<file path="config.mk">
export PLATFORM = sky130hd
export DESIGN_NAME = ysyx_22041071_mem_arbiter
export DESIGN_NICKNAME = d
export VERILOG_FILES = /design/src/rtl/ysyx_22041071_mem_arbiter.sv
export SDC_FILE = /design/constraint.sdc
export NUM_CORES = 1
export LEC_CHECK = 0
export ABC_AREA = 1
export CAP_MARGIN = 15
export CORE_AREA = 3 3 246 248
export CTS_BUF_LIST = sky130_fd_sc_hd__clkbuf_8 sky130_fd_sc_hd__clkbuf_16
export DETAILED_ROUTE_END_ITERATION = 10
export DIE_AREA = 0 0 249 251
export PLACE_DENSITY = 0.4
export SKIP_LAST_GASP = 1
export SYNTH_ARGS = -nofsm -noshare
export SYNTH_HDL_FRONTEND = slang
export SYNTH_SLANG_ARGS = --single-unit
</file>
<file path="constraint.sdc">
create_clock -name clk -period 6.3 [get_ports clk]
set_input_delay 1.26 -clock clk [delete_from_list [all_inputs] [get_ports clk]]
set_output_delay 1.26 -clock clk [all_outputs]
set_load 0.02 [all_outputs]
</file>
<file path="src/rtl/ysyx_22041071_mem_arbiter.sv">
// Shares one RAMHelper-style memory port between instruction fetch and data load/store.
// Data requests have priority, but a bounded streak stops them from starving fetch.
module ysyx_22041071_mem_arbiter #(
  parameter logic [63:0] BASE         = 64'h8000_0000,
  parameter int unsigned MAX_D_STREAK = 4
) (
  input  logic        clk,
  input  logic        reset,
  input  logic        i_req_valid,
  output logic        i_req_ready,
  input  logic [63:0] i_req_addr,
  output logic        i_rsp_valid,
  input  logic        i_rsp_ready,
  output logic [31:0] i_rsp_data,
  input  logic        d_req_valid,
  output logic        d_req_ready,
  input  logic [63:0] d_req_addr,
  input  logic        d_req_wen,
  input  logic [63:0] d_req_wdata,
  input  logic [7:0]  d_req_wmask,
  output logic        d_rsp_valid,
  input  logic        d_rsp_ready,
  output logic [63:0] d_rsp_rdata,
  output logic        mem_en,
  output logic [63:0] mem_ridx,
  input  logic [63:0] mem_rdata,
  output logic [63:0] mem_widx,
  output logic [63:0] mem_wdata,
  output logic [63:0] mem_wmask,
  output logic        mem_wen
);

  // IDLE: arbitrate | I_DATA/D_DATA: capture mem_rdata | I_RSP/D_RSP: hold response until accepted
  typedef enum logic [2:0] {
    S_IDLE   = 3'd0,
    S_I_DATA = 3'd1,
    S_I_RSP  = 3'd2,
    S_D_DATA = 3'd3,
    S_D_RSP  = 3'd4
  } state_t;

  localparam int SW = (MAX_D_STREAK < 1) ? 1 : $clog2(MAX_D_STREAK + 1);
  localparam logic [SW-1:0] STREAK_MAX = SW'(MAX_D_STREAK);

  state_t        r_state;
  state_t        w_state_nxt;
  logic [SW-1:0] r_streak;
  logic [63:0]   r_rsp_q;
  logic          r_isel;

  logic          w_idle;
  logic          w_streak_full;
  logic          w_grant_d;
  logic          w_grant_i;
  logic [63:0]   w_i_idx;
  logic [63:0]   w_d_idx;
  logic [63:0]   w_wmask_bits;

  assign w_idle        = (r_state == S_IDLE) && !reset;
  assign w_streak_full = (r_streak == STREAK_MAX);
  assign w_grant_d     = w_idle && d_req_valid && !(i_req_valid && w_streak_full);
  assign w_grant_i     = w_idle && i_req_valid && !w_grant_d;

  // Addresses below BASE simply wrap; the memory model owns range checking.
  assign w_i_idx = (i_req_addr - BASE) >> 3;
  assign w_d_idx = (d_req_addr - BASE) >> 3;

  always_comb begin
    w_wmask_bits = '0;
    for (int k = 0; k < 8; k++) begin
      w_wmask_bits[8*k +: 8] = {8{d_req_wmask[k]}};
    end
  end

  always_ff @(posedge clk or posedge reset) begin
    if (reset) begin
      r_state <= S_IDLE;
    end else begin
      r_state <= w_state_nxt;
    end
  end

  always_comb begin
    w_state_nxt = r_state;
    case (r_state)
      S_IDLE: begin
        if (w_grant_d) begin
          w_state_nxt = d_req_wen ? S_D_RSP : S_D_DATA;
        end else if (w_grant_i) begin
          w_state_nxt = S_I_DATA;
        end
      end
      S_I_DATA: w_state_nxt = S_I_RSP;
      S_I_RSP: begin
        if (i_rsp_ready) begin
          w_state_nxt = S_IDLE;
        end
      end
      S_D_DATA: w_state_nxt = S_D_RSP;
      S_D_RSP: begin
        if (d_rsp_ready) begin
          w_state_nxt = S_IDLE;
        end
      end
      default: w_state_nxt = S_IDLE;
    endcase
  end

  // Streak counts only data grants made while a fetch was left waiting.
  always_ff @(posedge clk or posedge reset) begin
    if (reset) begin
      r_streak <= '0;
      r_rsp_q  <= '0;
      r_isel   <= 1'b0;
    end else begin
      if (w_grant_d) begin
        if (!i_req_valid) begin
          r_streak <= '0;
        end else if (!w_streak_full) begin
          r_streak <= r_streak + SW'(1);
        end
        if (d_req_wen) begin
          r_rsp_q <= '0;
        end
      end else if (w_grant_i) begin
        r_streak <= '0;
        r_isel   <= i_req_addr[2];
      end
      if (r_state == S_I_DATA || r_state == S_D_DATA) begin
        r_rsp_q <= mem_rdata;
      end
    end
  end

  always_comb begin
    i_req_ready = w_grant_i;
    d_req_ready = w_grant_d;
    i_rsp_valid = 1'b0;
    i_rsp_data  = '0;
    d_rsp_valid = 1'b0;
    d_rsp_rdata = '0;
    mem_en      = 1'b0;
    mem_wen     = 1'b0;
    mem_ridx    = '0;
    mem_widx    = '0;
    mem_wdata   = '0;
    mem_wmask   = '0;
    if (!reset && r_state == S_I_RSP) begin
      i_rsp_valid = 1'b1;
      i_rsp_data  = r_isel ? r_rsp_q[63:32] : r_rsp_q[31:0];
    end
    if (!reset && r_state == S_D_RSP) begin
      d_rsp_valid = 1'b1;
      d_rsp_rdata = r_rsp_q;
    end
    if (w_grant_d) begin
      mem_en    = !d_req_wen;
      mem_wen   = d_req_wen;
      mem_ridx  = w_d_idx;
      mem_widx  = w_d_idx;
      mem_wdata = d_req_wdata;
      mem_wmask = w_wmask_bits;
    end else if (w_grant_i) begin
      mem_en   = 1'b1;
      mem_ridx = w_i_idx;
      mem_widx = w_i_idx;
    end
  end

  a_one_grant: assert property (@(posedge clk) disable iff (reset)
    !(i_req_ready && d_req_ready));
  a_en_wen_excl: assert property (@(posedge clk) disable iff (reset)
    !(mem_en && mem_wen));

endmodule
</file>
==> summary.md <==
| Metric | Value |
|---|---|
| Reg power frac | `between 20% and 30%` |
| Portion of the clock cycle consumed by the worst path in the final layout | `~84%` |
| Total congestion overflow | `0` |
| Chip width | `roughly 250 um` |
| Detailed Place HPWL | `about 38 mm` |
| Post-Syn Instances | `~1300` |
| Arrival time of data at the critical path endpoint | `approximately 4000 ps` |
| Antenna violations before repair | `2` |
| Unrepaired setup endpoints after global routing | `false` |
| Delay of the slowest cell on the worst path | `slightly above 700 ps` |
| Cts bufs inserted | `9` |
| Combinational fraction of design power | `approximately 65%` |
| Number of DRC markers after the initial detailed-route iteration | `about 560` |
| Synthesis-to-finish area growth | `83.0%` |
| Final Total Pwr | `approximately 0.0035 W` |
| Worst-path cell with the longest stage delay | `sky130_fd_sc_hd__clkdlybuf4s50_1` |
| Multi-input combinational cell area | `approximately 4000 um2` |
| Area of the core region | `between 50000 and 60000 um2` |
| Final-report hold violation count | `0` |
| Worst slew pin tran | `slightly below 1000 ps` |
| GRT met3 Usage | `between 2 and 3%` |
| Mean number of vias per cell | `approximately 3.8` |
| Cell with the most instances after synthesis | `sky130_fd_sc_hd__nor2_1` |
| Number of enable flip-flop cells after synthesis | `0` |
| Buffer cell driving the clock tree root | `sky130_fd_sc_hd__clkbuf_16` |
| Switching power | `approximately 0.0017 W` |
| Highest ir drop seen on vdd | `approximately 0.15 mV` |
| Final Cell Area | `roughly 14000 um2` |
| Global-route wire length before repair | `about 65 mm` |
| Total Die Area | `62500 um2` |
| Filler cell count in the final layout | `between 6000 and 7000` |
| Maximum fanout along the worst path | `32` |
| Tightest Hold Check Type | `reg2reg` |
| Max Clock Skew | `10.3 ps` |
| All-layer global routing usage | `13.8%` |
| Number of cells upsized or downsized after cts | `0` |
| Sequence of cells on the critical path | `clkdlybuf4s50_1, nand3_1, nand2_2, nor2_4, buf_4, buf_4, nand2_1, o21ai_0, clkdlybuf4s50_1` |
| Vias post-DR | `9812` |
| Last weighted congestion value of the routability-driven placer | `roughly 0.90` |
| Async SR Flop Fraction | `100%` |
| Static leakage power | `5.71 nW` |
| Cell-internal power | `approximately 0.0019 W` |
| Largest delay share family, worst path | `buffers and inverters` |
| Storage element area | `between 1500 and 2000 um2` |
| Count of max-cap constraint violations | `0` |
| Part of the Yosys area used for sequential elements | `a little under a quarter` |
| Final-report setup violation count | `0` |
| CTS tree | `yes` |
| Number of nets in the layout | `2046` |
| Critical Path Sink Type | `primary output` |
| List of most frequent post-synthesis cells | `sky130_fd_sc_hd__nor2_1 (331), sky130_fd_sc_hd__nand2_1 (190), sky130_fd_sc_hd__inv_1 (188), sky130_fd_sc_hd__buf_4 (135), sky130_fd_sc_hd__nand3_1 (113)` |
| Setup tns final | `0 ps` |
| Initial cell density of the core | `around an eighth` |
| Bufs on Longest Clock Path | `2` |
| CTS sink cnt | `~70` |
| Routing usage on met2 | `22.5%` |
| Count of boundary I/O pins | `629` |
| # DRC | `0` |
| Cell accounting for the most synthesized area | `sky130_fd_sc_hd__dfrtp_1` |
| Min cycle time layout | `about 5300 ps` |
| Fmax | `around 0.19 GHz` |
| Fraction of power consumed by the clock network | `between 10% and 20%` |
| Global-route track usage on met1 | `approximately 19%` |
| Distinct cell type count of the synthesized netlist | `34` |
| CTS HTree Levels | `3` |
| Via count of the first global-routing pass | `between 9000 and 10000` |
| Latest clock arrival within the worst-skew pair | `340 ps` |
| Pwr/cell area | `251 nW/um2` |
| Largest cells by area after synthesis | `sky130_fd_sc_hd__dfrtp_1 (23%), sky130_fd_sc_hd__nor2_1 (16%), sky130_fd_sc_hd__buf_4 (13%)` |
| Count of input and output buffers | `617` |
| Clock-pin transition on the worst setup and hold timing paths | `60 ps` |
| Count of warnings emitted by yosys | `0` |
| Critical path buffer and inverter count | `4` |
| Switching share of total power | `about 47%` |
| Overall die height | `~250 um` |
| Fraction of final layout cells with drive strength greater than 1 | `3.38%` |
| Top_reg_cell synth | `sky130_fd_sc_hd__dfrtp_1` |
| Data required, critical path | `5040 ps` |
| Final WL | `45.9 mm` |
| Largest net degree at the start of global routing | `72` |
| Startpoint type of the worst setup path | `primary input` |
| Cell area after synthesis | `7700 um2` |
| Status | `completed` |
| Class of the most critical setup path | `in2out` |
| WL per Instance | `between 15 and 20 um` |
| Number of iterations in the first detailed-routing pass | `5` |
| Syn Area/Cell | `about 6 um2` |
| Postcts setup bufs | `0` |
| Flop and latch count out of synthesis | `71` |
| Antenna-violating nets left | `0` |
| Max Transition Viols Final | `0` |
| Most Crowded Layer GR | `met2` |
| Count of standard-cell rows | `89` |
| Fraction of synthesized cell area taken by the top area cell type | `between 20% and 30%` |
| Number of hold buffers added after cts | `0` |
| Total placed instance area | `~14000 um2` |
| Worst Hold Margin | `487 ps` |
| Worst slew margin | `34.7%` |
-- path summary, 6_finish.rpt --
kind | from | depth (start not counted) | endpoint | slack (ps)
max in group asynchronous | reset | 3 | r_state[0] | 3980
min in group asynchronous | reset | 3 | r_rsp_q[50] | 1670
min reg2reg | r_isel | 2 | r_isel | 490
max | i_req_valid | 9 | mem_ridx[30] | 990
min | r_isel | 2 | r_isel | 490
max reg2reg | r_streak[0] | 11 | r_rsp_q[32] | 3230
-- worst reg2reg max path: stages, from the launching register on --
cell and delay (ps):
sky130_fd_sc_hd__dfrtp_1 390, sky130_fd_sc_hd__inv_1 60, sky130_fd_sc_hd__ha_1 190, sky130_fd_sc_hd__nand3_1 90, sky130_fd_sc_hd__nand2_2 80, sky130_fd_sc_hd__nor2_4 150
sky130_fd_sc_hd__buf_4 340, sky130_fd_sc_hd__buf_4 460, sky130_fd_sc_hd__nand2_2 140, sky130_fd_sc_hd__nand2_2 550, sky130_fd_sc_hd__buf_4 380, sky130_fd_sc_hd__o21ai_0 120
-- flip-flops by register name, indices dropped and copies added, names as in the netlist --
register	flops
r_rsp_q	64
r_streak	3
r_state	3
r_isel	1
-- cells in the final DEF (no fill, tap or decap), types with 10 or more instances in the layout --
cell,n
sky130_fd_sc_hd__clkdlybuf4s50_1,616
sky130_fd_sc_hd__nor2_1,331
sky130_fd_sc_hd__nand2_1,190
sky130_fd_sc_hd__inv_1,190
sky130_fd_sc_hd__nand3_1,113
sky130_fd_sc_hd__dfrtp_1,69
sky130_fd_sc_hd__o21ai_1,63
sky130_fd_sc_hd__a21oi_1,33
sky130_fd_sc_hd__a22o_1,28
sky130_fd_sc_hd__buf_4,19
sky130_fd_sc_hd__o21ai_0,18
sky130_fd_sc_hd__o21bai_1,16
sky130_fd_sc_hd__xnor2_1,10
sky130_fd_sc_hd__xor2_1,10
-- layer usage --
metal	part of all wire (%)	vias up
met5	0.028	-
met4	1.0	2
met3	6.2	27
met2	46	417
met1	47	4521
li1	-	4845
-- power by group through the flow --
stage               clock [W]  combinational (W)  sequential [W]
finish               0.000513            0.00229        0.000731
global route         0.000554            0.00247        0.000754
CTS                  0.000536            0.00232        0.000730
detailed placement          0            0.00230        0.000738
global placement            0            0.00231        0.000735
floorplan                   0            0.00139        0.000717
-- layout make-up --
type                    instances  area share, %
repair buffers                636           44.9
inverters                     195           5.20
clock buffers                  10           1.70
flip-flops and latches         71           12.6
diodes                          1         0.0178
well taps                     773           6.87
clock inverters                 6          0.382
multi-input cells             858           28.3
-- cell families (layout without fill, tap and decap cells) --
logic type,Yosys count,after routing,share of synthesized area (%)
simple gates,658,658,35.1
compound gates,170,170,13.3
xor+xnor,20,20,2.28
flops,71,71,23.1
other cells,1,7,0.0487
buf+inv,374,847,25.4
fa+ha+maj,4,4,0.650
-- metrics by stage --
step,instances,util [%],setup WS [ps]
after floorplan,1303,-,690
after global placement,2533,23.5,1030
after detailed placement,2533,23.5,953
after CTS,2549,24.0,943
after global routing,2549,24.0,767
final,2550,24.0,993
No activity file was read; power rests on OpenSTA's default activity.
